## src/rtl/mem_arb_pkg.sv

```systemverilog
// -----------------------------------------------------------------------------
// mem_arb_pkg
// Shared types for the memory request arbiter.
//   owner_e     : which requester owns an in-flight transaction ID
//   tid_entry_t : one row of the transaction-ID table {busy, owner, we}
//   other_owner : returns the requester that is not the given one
// -----------------------------------------------------------------------------
package mem_arb_pkg;

  typedef enum logic {
    ICACHE = 1'b0,
    DCACHE = 1'b1
  } owner_e;

  typedef struct packed {
    logic   busy;
    owner_e owner;
    logic   we;
  } tid_entry_t;

  function automatic owner_e other_owner(input owner_e o);
    return (o == ICACHE) ? DCACHE : ICACHE;
  endfunction

endpackage

```

## src/rtl/mem_req_arbiter_if.sv

```systemverilog
// -----------------------------------------------------------------------------
// mem_req_arbiter_if
// Bundles the request, memory-port and response signals of mem_req_arbiter.
//   slave  : the arbiter's view (consumes *_i, drives *_o)
//   master : the environment's view (drives *_i, consumes *_o)
// Parameters ADDR_WIDTH / DATA_WIDTH / TID_WIDTH must match the arbiter's.
// -----------------------------------------------------------------------------
interface mem_req_arbiter_if #(
  parameter int ADDR_WIDTH = 64,
  parameter int DATA_WIDTH = 64,
  parameter int TID_WIDTH  = 2
);
  logic                  icache_req_valid_i;
  logic                  icache_req_ready_o;
  logic [ADDR_WIDTH-1:0] icache_req_addr_i;
  logic                  dcache_req_valid_i;
  logic                  dcache_req_ready_o;
  logic [ADDR_WIDTH-1:0] dcache_req_addr_i;
  logic                  dcache_req_we_i;
  logic [DATA_WIDTH-1:0] dcache_req_wdata_i;
  logic                  mem_req_valid_o;
  logic                  mem_req_ready_i;
  logic [ADDR_WIDTH-1:0] mem_req_addr_o;
  logic                  mem_req_we_o;
  logic [DATA_WIDTH-1:0] mem_req_wdata_o;
  logic [TID_WIDTH-1:0]  mem_req_tid_o;
  logic                  mem_rsp_valid_i;
  logic [TID_WIDTH-1:0]  mem_rsp_tid_i;
  logic [DATA_WIDTH-1:0] mem_rsp_rdata_i;
  logic                  icache_rsp_valid_o;
  logic                  dcache_rsp_valid_o;
  logic [DATA_WIDTH-1:0] rsp_rdata_o;
  logic                  err_unexp_rsp_o;

  modport slave (
    input  icache_req_valid_i, icache_req_addr_i,
    input  dcache_req_valid_i, dcache_req_addr_i, dcache_req_we_i, dcache_req_wdata_i,
    input  mem_req_ready_i, mem_rsp_valid_i, mem_rsp_tid_i, mem_rsp_rdata_i,
    output icache_req_ready_o, dcache_req_ready_o,
    output mem_req_valid_o, mem_req_addr_o, mem_req_we_o, mem_req_wdata_o, mem_req_tid_o,
    output icache_rsp_valid_o, dcache_rsp_valid_o, rsp_rdata_o, err_unexp_rsp_o
  );

  modport master (
    output icache_req_valid_i, icache_req_addr_i,
    output dcache_req_valid_i, dcache_req_addr_i, dcache_req_we_i, dcache_req_wdata_i,
    output mem_req_ready_i, mem_rsp_valid_i, mem_rsp_tid_i, mem_rsp_rdata_i,
    input  icache_req_ready_o, dcache_req_ready_o,
    input  mem_req_valid_o, mem_req_addr_o, mem_req_we_o, mem_req_wdata_o, mem_req_tid_o,
    input  icache_rsp_valid_o, dcache_rsp_valid_o, rsp_rdata_o, err_unexp_rsp_o
  );
endinterface

```

## src/rtl/mem_arb_tid_alloc.sv

```systemverilog
// -----------------------------------------------------------------------------
// mem_arb_tid_alloc
// Transaction-ID table with lowest-free priority encoder.
//   clk_i, rst_i     : clock, synchronous active-high reset (frees every ID)
//   alloc_i          : mark alloc_tid_i busy, recording owner and we
//   free_i, rsp_tid_i: clear the busy bit of rsp_tid_i
//   rsp_entry_o      : table row for rsp_tid_i (combinational lookup)
//   free_tid_o       : lowest-index non-busy ID (valid when !full_o)
//   full_o           : every ID is busy
// Allocation and free both land on the next edge, so an ID released this
// cycle is still seen as busy by the encoder until then.
// -----------------------------------------------------------------------------
module mem_arb_tid_alloc
  import mem_arb_pkg::*;
#(
  parameter int TID_WIDTH = 2
) (
  input  logic                 clk_i,
  input  logic                 rst_i,
  input  logic                 alloc_i,
  input  owner_e               alloc_owner_i,
  input  logic                 alloc_we_i,
  input  logic [TID_WIDTH-1:0] alloc_tid_i,
  input  logic                 free_i,
  input  logic [TID_WIDTH-1:0] rsp_tid_i,
  output tid_entry_t           rsp_entry_o,
  output logic [TID_WIDTH-1:0] free_tid_o,
  output logic                 full_o
);
  localparam int NUM_IDS = 2 ** TID_WIDTH;

  tid_entry_t [NUM_IDS-1:0] w_table;
  logic       [NUM_IDS-1:0] w_busy;

  for (genvar gi = 0; gi < NUM_IDS; gi++) begin : g_entry
    tid_entry_t r_entry;

    always_ff @(posedge clk_i) begin
      if (rst_i) begin
        r_entry <= '{busy: 1'b0, owner: ICACHE, we: 1'b0};
      end else if (alloc_i && (alloc_tid_i == TID_WIDTH'(gi))) begin
        r_entry <= '{busy: 1'b1, owner: alloc_owner_i, we: alloc_we_i};
      end else if (free_i && (rsp_tid_i == TID_WIDTH'(gi))) begin
        r_entry.busy <= 1'b0;
      end
    end

    assign w_table[gi] = r_entry;
    assign w_busy[gi]  = r_entry.busy;
  end

  assign rsp_entry_o = w_table[rsp_tid_i];
  assign full_o      = &w_busy;

  // Scan from the top down so the last hit is the lowest free index.
  always_comb begin
    free_tid_o = '0;
    for (int i = NUM_IDS - 1; i >= 0; i--) begin
      if (!w_busy[i]) free_tid_o = TID_WIDTH'(i);
    end
  end
endmodule

```

## src/rtl/mem_req_arbiter.sv

```systemverilog
// -----------------------------------------------------------------------------
// mem_req_arbiter
// Arbitrates icache and dcache requests onto one memory port, tags each
// transfer with the lowest free transaction ID, and routes responses back
// to the owner of that ID.
//   clk_i : clock
//   rst_i : synchronous active-high reset
//   bus   : mem_req_arbiter_if.slave (request, memory-port, response signals)
// Parameters: ADDR_WIDTH, DATA_WIDTH, TID_WIDTH, MAX_STORES (outstanding writes).
// Build option: define MEM_ARB_ICACHE_PRIO_EN for fixed icache priority;
// otherwise the two requesters are served round-robin.
// -----------------------------------------------------------------------------
module mem_req_arbiter
  import mem_arb_pkg::*;
#(
  parameter int ADDR_WIDTH = 64,
  parameter int DATA_WIDTH = 64,
  parameter int TID_WIDTH  = 2,
  parameter int MAX_STORES = 7
) (
  input logic          clk_i,
  input logic          rst_i,
  mem_req_arbiter_if.slave bus
);
  localparam int                 CNT_WIDTH = $clog2(MAX_STORES + 1);
  localparam logic [CNT_WIDTH-1:0] MAX_CNT = CNT_WIDTH'(MAX_STORES);

  logic [CNT_WIDTH-1:0] r_store_cnt;
  owner_e               r_prio;
  logic                 r_locked;
  owner_e               r_lock_owner;
  logic [TID_WIDTH-1:0] r_lock_tid;
  logic                 r_err;

  tid_entry_t           w_rsp_entry;
  logic [TID_WIDTH-1:0] w_free_tid;
  logic                 w_full;
  logic                 w_rsp_hit, w_rsp_unexp, w_store_inc, w_store_dec, w_store_room;
  logic                 w_i_elig, w_d_elig, w_valid, w_xfer, w_we;
  owner_e               w_grant;
  logic [TID_WIDTH-1:0] w_tid;

  mem_arb_tid_alloc #(.TID_WIDTH(TID_WIDTH)) u_tid_alloc (
    .clk_i         (clk_i),
    .rst_i         (rst_i),
    .alloc_i       (w_xfer),
    .alloc_owner_i (w_grant),
    .alloc_we_i    (w_we),
    .alloc_tid_i   (w_tid),
    .free_i        (w_rsp_hit),
    .rsp_tid_i     (bus.mem_rsp_tid_i),
    .rsp_entry_o   (w_rsp_entry),
    .free_tid_o    (w_free_tid),
    .full_o        (w_full)
  );

  assign w_rsp_hit   = bus.mem_rsp_valid_i && w_rsp_entry.busy;
  assign w_rsp_unexp = bus.mem_rsp_valid_i && !w_rsp_entry.busy;
  assign w_store_dec = w_rsp_hit && w_rsp_entry.we;
  // A write response arriving this cycle releases a store slot, so a new
  // write may go out alongside it without the count ever exceeding the cap.
  assign w_store_room = (r_store_cnt < MAX_CNT) || w_store_dec;

  assign w_i_elig = bus.icache_req_valid_i && !w_full;
  assign w_d_elig = bus.dcache_req_valid_i && !w_full &&
                    (!bus.dcache_req_we_i || w_store_room);

  always_comb begin
    w_grant = ICACHE;
    w_tid   = w_free_tid;
    w_valid = 1'b0;
    if (r_locked) begin
      // Stalled last cycle: replay the same grant and the same ID so the
      // memory side sees a stable request even if a lower ID freed meanwhile.
      w_grant = r_lock_owner;
      w_tid   = r_lock_tid;
      w_valid = (r_lock_owner == ICACHE) ? bus.icache_req_valid_i : bus.dcache_req_valid_i;
    end else begin
      w_valid = w_i_elig || w_d_elig;
`ifdef MEM_ARB_ICACHE_PRIO_EN
      w_grant = w_i_elig ? ICACHE : DCACHE;
`else
      if (w_i_elig && w_d_elig) w_grant = r_prio;
      else                      w_grant = w_i_elig ? ICACHE : DCACHE;
`endif
    end
    if (rst_i) w_valid = 1'b0;
  end

  assign w_xfer      = w_valid && bus.mem_req_ready_i;
  assign w_we        = (w_grant == DCACHE) && bus.dcache_req_we_i;
  assign w_store_inc = w_xfer && w_we;

  assign bus.mem_req_valid_o    = w_valid;
  assign bus.mem_req_addr_o     = (w_grant == DCACHE) ? bus.dcache_req_addr_i : bus.icache_req_addr_i;
  assign bus.mem_req_we_o       = w_we;
  assign bus.mem_req_wdata_o    = (w_grant == DCACHE) ? bus.dcache_req_wdata_i : '0;
  assign bus.mem_req_tid_o      = w_tid;
  assign bus.icache_req_ready_o = w_valid && (w_grant == ICACHE) && bus.mem_req_ready_i;
  assign bus.dcache_req_ready_o = w_valid && (w_grant == DCACHE) && bus.mem_req_ready_i;
  assign bus.icache_rsp_valid_o = !rst_i && w_rsp_hit && (w_rsp_entry.owner == ICACHE);
  assign bus.dcache_rsp_valid_o = !rst_i && w_rsp_hit && (w_rsp_entry.owner == DCACHE);
  assign bus.rsp_rdata_o        = bus.mem_rsp_rdata_i;
  assign bus.err_unexp_rsp_o    = r_err;

  always_ff @(posedge clk_i) begin
    if (rst_i) begin
      r_store_cnt  <= '0;
      r_prio       <= ICACHE;
      r_locked     <= 1'b0;
      r_lock_owner <= ICACHE;
      r_lock_tid   <= '0;
      r_err        <= 1'b0;
    end else begin
      if (w_xfer) begin
        r_prio   <= other_owner(w_grant);
        r_locked <= 1'b0;
      end else if (w_valid) begin
        r_locked     <= 1'b1;
        r_lock_owner <= w_grant;
        r_lock_tid   <= w_tid;
      end else begin
        r_locked <= 1'b0;
      end

      if (w_rsp_unexp) r_err <= 1'b1;

      // Saturating at both ends; simultaneous inc and dec cancel.
      case ({w_store_inc, w_store_dec})
        2'b10:   if (r_store_cnt != MAX_CNT) r_store_cnt <= r_store_cnt + 1'b1;
        2'b01:   if (r_store_cnt != '0)      r_store_cnt <= r_store_cnt - 1'b1;
        default: r_store_cnt <= r_store_cnt;
      endcase
    end
  end
endmodule

```

## src/flat_wrapper.sv

```systemverilog
// flat-port wrapper written by rule: the top's interface ports become plain ports
module mem_req_arbiter_flat import mem_arb_pkg::*;
#(
  parameter int ADDR_WIDTH = 64,
  parameter int DATA_WIDTH = 64,
  parameter int TID_WIDTH  = 2,
  parameter int MAX_STORES = 7
)
  (clk_i, rst_i, bus_icache_req_valid_i, bus_icache_req_addr_i, bus_dcache_req_valid_i, bus_dcache_req_addr_i, bus_dcache_req_we_i, bus_dcache_req_wdata_i, bus_mem_req_ready_i, bus_mem_rsp_valid_i, bus_mem_rsp_tid_i, bus_mem_rsp_rdata_i, bus_icache_req_ready_o, bus_dcache_req_ready_o, bus_mem_req_valid_o, bus_mem_req_addr_o, bus_mem_req_we_o, bus_mem_req_wdata_o, bus_mem_req_tid_o, bus_icache_rsp_valid_o, bus_dcache_rsp_valid_o, bus_rsp_rdata_o, bus_err_unexp_rsp_o);
  mem_req_arbiter_if #(.ADDR_WIDTH(ADDR_WIDTH), .DATA_WIDTH(DATA_WIDTH), .TID_WIDTH(TID_WIDTH)) bus_i ();
  input logic clk_i;
  input logic rst_i;
  input wire logic [$bits(bus_i.icache_req_valid_i)-1:0] bus_icache_req_valid_i;
  input wire logic [$bits(bus_i.icache_req_addr_i)-1:0] bus_icache_req_addr_i;
  input wire logic [$bits(bus_i.dcache_req_valid_i)-1:0] bus_dcache_req_valid_i;
  input wire logic [$bits(bus_i.dcache_req_addr_i)-1:0] bus_dcache_req_addr_i;
  input wire logic [$bits(bus_i.dcache_req_we_i)-1:0] bus_dcache_req_we_i;
  input wire logic [$bits(bus_i.dcache_req_wdata_i)-1:0] bus_dcache_req_wdata_i;
  input wire logic [$bits(bus_i.mem_req_ready_i)-1:0] bus_mem_req_ready_i;
  input wire logic [$bits(bus_i.mem_rsp_valid_i)-1:0] bus_mem_rsp_valid_i;
  input wire logic [$bits(bus_i.mem_rsp_tid_i)-1:0] bus_mem_rsp_tid_i;
  input wire logic [$bits(bus_i.mem_rsp_rdata_i)-1:0] bus_mem_rsp_rdata_i;
  output wire logic [$bits(bus_i.icache_req_ready_o)-1:0] bus_icache_req_ready_o;
  output wire logic [$bits(bus_i.dcache_req_ready_o)-1:0] bus_dcache_req_ready_o;
  output wire logic [$bits(bus_i.mem_req_valid_o)-1:0] bus_mem_req_valid_o;
  output wire logic [$bits(bus_i.mem_req_addr_o)-1:0] bus_mem_req_addr_o;
  output wire logic [$bits(bus_i.mem_req_we_o)-1:0] bus_mem_req_we_o;
  output wire logic [$bits(bus_i.mem_req_wdata_o)-1:0] bus_mem_req_wdata_o;
  output wire logic [$bits(bus_i.mem_req_tid_o)-1:0] bus_mem_req_tid_o;
  output wire logic [$bits(bus_i.icache_rsp_valid_o)-1:0] bus_icache_rsp_valid_o;
  output wire logic [$bits(bus_i.dcache_rsp_valid_o)-1:0] bus_dcache_rsp_valid_o;
  output wire logic [$bits(bus_i.rsp_rdata_o)-1:0] bus_rsp_rdata_o;
  output wire logic [$bits(bus_i.err_unexp_rsp_o)-1:0] bus_err_unexp_rsp_o;
  assign bus_i.icache_req_valid_i = bus_icache_req_valid_i;
  assign bus_i.icache_req_addr_i = bus_icache_req_addr_i;
  assign bus_i.dcache_req_valid_i = bus_dcache_req_valid_i;
  assign bus_i.dcache_req_addr_i = bus_dcache_req_addr_i;
  assign bus_i.dcache_req_we_i = bus_dcache_req_we_i;
  assign bus_i.dcache_req_wdata_i = bus_dcache_req_wdata_i;
  assign bus_i.mem_req_ready_i = bus_mem_req_ready_i;
  assign bus_i.mem_rsp_valid_i = bus_mem_rsp_valid_i;
  assign bus_i.mem_rsp_tid_i = bus_mem_rsp_tid_i;
  assign bus_i.mem_rsp_rdata_i = bus_mem_rsp_rdata_i;
  assign bus_icache_req_ready_o = bus_i.icache_req_ready_o;
  assign bus_dcache_req_ready_o = bus_i.dcache_req_ready_o;
  assign bus_mem_req_valid_o = bus_i.mem_req_valid_o;
  assign bus_mem_req_addr_o = bus_i.mem_req_addr_o;
  assign bus_mem_req_we_o = bus_i.mem_req_we_o;
  assign bus_mem_req_wdata_o = bus_i.mem_req_wdata_o;
  assign bus_mem_req_tid_o = bus_i.mem_req_tid_o;
  assign bus_icache_rsp_valid_o = bus_i.icache_rsp_valid_o;
  assign bus_dcache_rsp_valid_o = bus_i.dcache_rsp_valid_o;
  assign bus_rsp_rdata_o = bus_i.rsp_rdata_o;
  assign bus_err_unexp_rsp_o = bus_i.err_unexp_rsp_o;
  mem_req_arbiter #(.ADDR_WIDTH(ADDR_WIDTH), .DATA_WIDTH(DATA_WIDTH), .TID_WIDTH(TID_WIDTH), .MAX_STORES(MAX_STORES)) u_core (.clk_i(clk_i), .rst_i(rst_i), .bus(bus_i));
endmodule
```

## config.mk

```make
export PLATFORM = sky130hd
export DESIGN_NAME = mem_req_arbiter_flat
export DESIGN_NICKNAME = d
export VERILOG_FILES = /design/src/rtl/mem_arb_pkg.sv /design/src/rtl/mem_req_arbiter_if.sv /design/src/rtl/mem_arb_tid_alloc.sv /design/src/rtl/mem_req_arbiter.sv /design/src/flat_wrapper.sv
export SDC_FILE = /design/constraint.sdc
export NUM_CORES = 1
export LEC_CHECK = 0
export CAP_MARGIN = 20
export CORE_AREA = 2 2 182 184
export CTS_CLUSTER_SIZE = 14
export DETAILED_ROUTE_END_ITERATION = 12
export DIE_AREA = 0 0 184 186
export PLACE_DENSITY = 0.38
export SYNTH_ARGS = -nofsm -noshare
export SYNTH_HDL_FRONTEND = slang
export SYNTH_SLANG_ARGS = --single-unit
```

## constraint.sdc

```tcl
create_clock -name clk_i -period 6.5 [get_ports clk_i]
set_input_delay 1.3 -clock clk_i [delete_from_list [all_inputs] [get_ports clk_i]]
set_output_delay 1.3 -clock clk_i [all_outputs]
set_load 0.01 [all_outputs]
```

# [After elaboration in Yosys (flattened, before gate mapping)]
# Cells that the tools add are included.
[word_totals] regBits=21 out_inout_bits=201 wordCells=108
[classes] n_addsub=2 n_lt_le_gt_ge=2 n_eq_ne=11 n_mux=28 bitwise_logic=3 reduce_logical=44
[ops] operator="64-bit 2-to-1 mux" n=2
[ops] operator="1-bit logical AND" n=25
[ops] operator="1-bit 2-to-1 mux" n=16
[ops] operator="2-bit == test (second input constant)" n=5
[ops] operator="2-bit 2-to-1 mux" n=5
[ops] operator="2-bit nonzero test" n=5
[ops] operator="3-bit 2-to-1 mux" n=3
[ops] operator="3-bit binary-select mux with 2-bit select" n=1
[ops] operator="2-bit by 1-bit == test with 1-bit output (second input constant)" n=3
[ops] operator="3-bit one-hot mux with 2 select lines" n=1
[ops] operator="1-bit zero test" n=4
[ops] operator="2-bit zero test" n=2
[ops] operator="2-bit by 1-bit inequality test with 1-bit output (second input constant)" n=2
[ops] operator="4-bit AND reduction" n=1
[ops] operator="3-bit by 1-bit adder with 3-bit output (second input constant)" n=1
[ops] operator="1-bit logical OR" n=3
[ops] operator="2-bit by 3-bit < comparator with 1-bit output (second input constant)" n=1
[ops] operator="3-bit < comparator (second input constant)" n=1
[ops] operator="3-bit inequality test (second input constant)" n=1
[ops] operator="1-bit inverter" n=3
[ops] operator="3-bit AND reduction" n=1
[ops] operator="3-bit nonzero test" n=1
[ops] operator="3-bit by 1-bit subtractor with 3-bit output (second input constant)" n=1
[ops] operator="2-bit AND reduction" n=1
[ops] operator="2-bit OR reduction" n=1

# [Longest topological paths before layout]
[depth] word_depth=15 depth_mapped=11 ltp_nobuf=10

# [By module]
# A second synthesis with hierarchy kept.
[hier_totals] hier_cells=334 hier_area_um2=2906.5
[by_module_without_submodules] mod="mem_req_arbiter" instances=1 cells_per_inst=276 area_each_um2=2296.0 seq_area_each_um2=180.2
[by_module_without_submodules] mod="mem_arb_tid_alloc" instances=1 cells_per_inst=58 area_each_um2=610.6 seq_area_each_um2=240.2

# [Worst setup path after synthesis]
# Ideal clock, no wire load.
[synth_path] path_type="input port to output port" from="in bus_mem_rsp_tid_i[0]" to="out bus_mem_req_addr_o[10]" arrival_ps=2970 required_time_ps=5200 setup_slack_ps=2230 path_stages=7 cell_sequence="mux4_2 a311oi_2 a2bb2oi_2 buf_2 buf_2 nand2_1 nand2_1"
[synth_between] elab_chain_len=11
[synth_lines] item="start, declared" line_no="flat_wrapper.sv:21" text="input wire logic [$bits(bus_i.mem_rsp_tid_i)-1:0] bus_mem_rsp_tid_i;"
[synth_lines] item="3-bit binary-select mux with 2-bit select *" line_no="mem_arb_tid_alloc.sv:52" text="assign rsp_entry_o = w_table[rsp_tid_i];"
[synth_lines] item="3-bit 2-to-1 mux (implied by the code) *" line_no="mem_arb_tid_alloc.sv:52"
[synth_lines] item="1-bit logical AND" line_no="mem_req_arbiter.sv:57" text="assign w_rsp_hit = bus.mem_rsp_valid_i && w_rsp_entry.busy;"
[synth_lines] item="1-bit logical AND *" line_no="mem_req_arbiter.sv:59" text="assign w_store_dec = w_rsp_hit && w_rsp_entry.we;"
[synth_lines] item="1-bit logical OR *" line_no="mem_req_arbiter.sv:62" text="assign w_store_room = (r_store_cnt < MAX_CNT) || w_store_dec;"
[synth_lines] item="1-bit logical OR *" line_no="mem_req_arbiter.sv:66" text="(!bus.dcache_req_we_i || w_store_room);"
[synth_lines] item="1-bit logical AND *" line_no="mem_req_arbiter.sv:65" text="assign w_d_elig = bus.dcache_req_valid_i && !w_full &&"
[synth_lines] item="1-bit logical AND *" line_no="mem_req_arbiter.sv:83" text="if (w_i_elig && w_d_elig) w_grant = r_prio;"
[synth_lines] item="1-bit 2-to-1 mux *" line_no="mem_req_arbiter.sv:83"
[synth_lines] item="1-bit 2-to-1 mux *" line_no="mem_req_arbiter.sv:72" text="if (r_locked) begin"
[synth_lines] item="64-bit 2-to-1 mux *" line_no="mem_req_arbiter.sv:95" text="assign bus.mem_req_addr_o = (w_grant == DCACHE) ? bus.dcache_req_addr_i : bus.icache_req_addr_i;"
[synth_lines] item="end, declared" line_no="flat_wrapper.sv:26" text="output wire logic [$bits(bus_i.mem_req_addr_o)-1:0] bus_mem_req_addr_o;"
# Mark *: on every way between the ends. The rest lies on a longest branch, timed or not. The select of a mux whose other input is x is not followed.

# [Worst setup path after layout]
[layout_path] from="in bus_mem_rsp_tid_i[0]" to="out bus_icache_req_ready_o"
[layout_between] elab_chain_len=13 word_cells_on_any_way=16 classes_between="6 x mux; 1 x bitwise; 9 x reduce/logical"
[layout_lines] item="3-bit binary-select mux with 2-bit select *" line_no="mem_arb_tid_alloc.sv:52"
[layout_lines] item="3-bit 2-to-1 mux (implied by the code) *" line_no="mem_arb_tid_alloc.sv:52"
[layout_lines] item="1-bit logical AND" line_no="mem_req_arbiter.sv:57"
[layout_lines] item="1-bit logical AND *" line_no="mem_req_arbiter.sv:59"
[layout_lines] item="1-bit logical OR *" line_no="mem_req_arbiter.sv:62"
[layout_lines] item="1-bit logical OR *" line_no="mem_req_arbiter.sv:66"
[layout_lines] item="1-bit logical AND *" line_no="mem_req_arbiter.sv:65"
[layout_lines] item="1-bit logical AND" line_no="mem_req_arbiter.sv:83"
[layout_lines] item="1-bit 2-to-1 mux" line_no="mem_req_arbiter.sv:83"
[layout_lines] item="1-bit 2-to-1 mux" line_no="mem_req_arbiter.sv:72"
[layout_lines] item="1-bit inverter" line_no="mem_req_arbiter.sv:99" text="assign bus.icache_req_ready_o = w_valid && (w_grant == ICACHE) && bus.mem_req_ready_i;"
[layout_lines] item="1-bit logical AND * (2 in a row)" line_no="mem_req_arbiter.sv:99"
[layout_lines] item="end, declared" line_no="flat_wrapper.sv:23" text="output wire logic [$bits(bus_i.icache_req_ready_o)-1:0] bus_icache_req_ready_o;"
# Marks and branches as above.

==> impl_metrics.toml <==
[power_and_ir_drop]
pwr_density_cell_mw_per_mm2 = 116
p_leak_nw = 2.58
ir_drop_mv = 0.0918
p_total_w = 0.000741

[yosys]
ys_types = 44
synth_mux_area_frac = 0.0616
syn_area_per_cell_um2 = 5.99
synth_top_family_by_area = "simple AND/OR/NAND/NOR gates"
seq_area_frac_synth = 0.145
yosys_register_bits = 21
syn_nets = 751
yosysTopAreaCellShare = 0.264
synth-simple-area-share = 0.491
synth_compound_area_frac = 0.0819
yosysTopAreaCell = "nand2_1"
synth_edf_count = 0
async_flop_share = 0
yosys.area_share.xor_xnor = 0
ys_warn_count = 0
synth_area_leaders = "nand2_1 (26%), buf_4 (17%), dfxtp_1 (14%)"
netlist_area_mm2 = 0.00290
postSynthCellCount = 485
synthAdderAreaFrac = 0.00689
synth-main-ff-cell = "dfxtp_1"

[route]
vias = 3878
drc_errors = 0
dr.first_iter.drc_count = 70
post_drt_via_cell_ratio = 3.37
drt_wl_total_um = 15100
wl_per_cell_um = 13.1
drtAntennaViolNets = 0
firstDrtPassIters = 4

[timing]
tightest_slew_ps = 629
hold_viol = 0
finClkSkew_ps = 2.58
setup_ws_ps = 797
relSlewSlack = 0.581
tns_ps = 0
setup_viol = 0
rsz0062_at_grt = "no"
finalCriticalPeriod_ps = 5700
fmax_mhz = 175
drv_slew = 0
fin_crit_sh = 0.877

[die]
die_y_um = 186
die_x_um = 184
die-area_mm2 = 0.0342
io_pins = 466
rows = 66
core_area_mm2 = 0.0322
start_util = 0.0902

[status]
status = "finished clean"

[job]
drv_cap = 0

[global_routing]
gr-total-overflow = 0
track_usage = 0.0768
grt_pass1_vias = 3777
antenna_found_initial = 0
grt_first_pass_wirelength_um = 20700
grt_start_max_net_pins = 77

[layout]
antenna_cells = 0
multi_input_area_mm2 = 0.00189
utilization = 0.198
regArea_um2 = 420
final_cell_mix = "clkdlybuf4s50_1 (337), nand2_1 (204), and2_1 (65)"
final_cells = 1151
area_growth_pct = 119
finalNetCount = 1010
final_common_cell = "clkdlybuf4s50_1"
nFillCells = 3592
drive_gt1_frac = 0.0310

[setup_path]
cp.arrival_ps = 4400
cp_slowest_cell = "mux4_2"
crit_path_start_kind = "input port"
required_ps = 5200
crit_path_frequent_cell = "clkdlybuf4s50_1"
criticalPathCategory = "in2out"
path_cells = "clkdlybuf4s50_1, mux4_2, a311oi_2, a2bb2oi_4, buf_12, nand3_1, inv_1, clkdlybuf4s50_1"
path_max_fanout = 67
endpoint_kind = "output port"
max_stage_delay_ps = 610

[cts]
clk_pin_slew_ps = 60
root_buffer = "clkbuf_16"
cts-resized-gates = 0
cts_tree = "built"
h-tree-depth = 1
clk_latency_ps = 260
clockBufferDepth = 2
cts_buffers = 3
cts.sinks = 21
holdBufCountCts = 0
cts_setup_buffers = 0

[placement]
dp.cells = 1147
place.gp.congestion = 0.712
port_buffers = 337
dpl.hpwl_um = 12200
dp_slack_ps = 720

[worst_hold_path]
hold_class = "reg2reg"
[per-stage QoR]
stage          instance area [um2]  hold WS (ps)
3_3_place_gp                  6290           459
3_5_place_dp                  6290           471
4_1_cts                       6370           487
5_1_grt                       6370           509
6_report                      6370           488
2_1_floorplan                 2900           458
[metal layers]
layer,vias up,wire length [um],global-route usage
li1,1980,-,-
met1,1629,5770,0.0860
met2,243,7210,0.136
met3,26,1820,0.0303
met4,0,288,0.0202
met5,-,0,0
[worst max-delay path, delay by kind of cell]
| family | cells | cell delay, ps |
|---|---|---|
| mux | 1 | 610 |
| buf+inv | 4 | 1550 |
| simple gates | 1 | 140 |
| compound gates | 2 | 770 |
[power by group]
group	total [W]	switching, W	internal [W]	leakage, nW
Sequential	0.000136	0.00000349	0.000132	0.170
Clock	0.000136	0.0000529	0.0000834	0.0371
Combinational	0.000469	0.000184	0.000285	2.37
Total	0.000741	0.000240	0.000501	2.58
[registers in the layout, summed over array words and instances, names as in the netlist]
signal                              cells
u_core.u_tid_alloc.g_entry.r_entry     12
u_core.r_lock_tid                       2
u_core.r_lock_owner                     1
u_core.bus.err_unexp_rsp_o              1
u_core.r_prio                           1
u_core.r_store_cnt                      3
u_core.r_locked                         1
[final timing paths]
kind	slack, ps	from	to	cells after the start
min reg2reg	490	u_core.bus.err_unexp_rsp_o	u_core.bus.err_unexp_rsp_o	2
max	800	bus_mem_rsp_tid_i[0]	bus_icache_req_ready_o	8
max reg2reg	3080	u_core.u_tid_alloc.g_entry[3].r_entry[2]	u_core.r_store_cnt[2]	10
min	490	u_core.bus.err_unexp_rsp_o	u_core.bus.err_unexp_rsp_o	2
[logic make-up (layout without fill, tap and decap cells)]
kind of cell	count (synthesis)	in the layout
buf+inv	99	357
simple gates	317	317
mux	14	14
flops	21	21
fa+ha+maj	1	1
compound gates	33	33
[synthesized netlist by cell type, types with 2 or more instances]
cell,number
nor3_1,2
inv_1,11
nand2_1,204
buf_1,3
a31o_2,3
mux4_2,3
nand2b_1,3
a211oi_1,2
mux2i_1,10
nor3b_1,2
clkbuf_1,14
nor2_1,21
o21ai_0,6
nor3_2,2
nand3_1,5
a21oi_1,8
a31oi_1,2
and2_1,65
dfxtp_1,21
buf_2,7
or4_1,2
nand4_1,4
buf_4,64
[cell type report]
cell class,count,area share
clock inverters,1,0.00118
inverters,11,0.00648
repair buffers,342,0.537
well taps,408,0.0801
flip-flops and latches,21,0.0660
multi-input cells,365,0.297
clock buffers,3,0.0118
No activity file was read; power rests on OpenSTA's default activity.
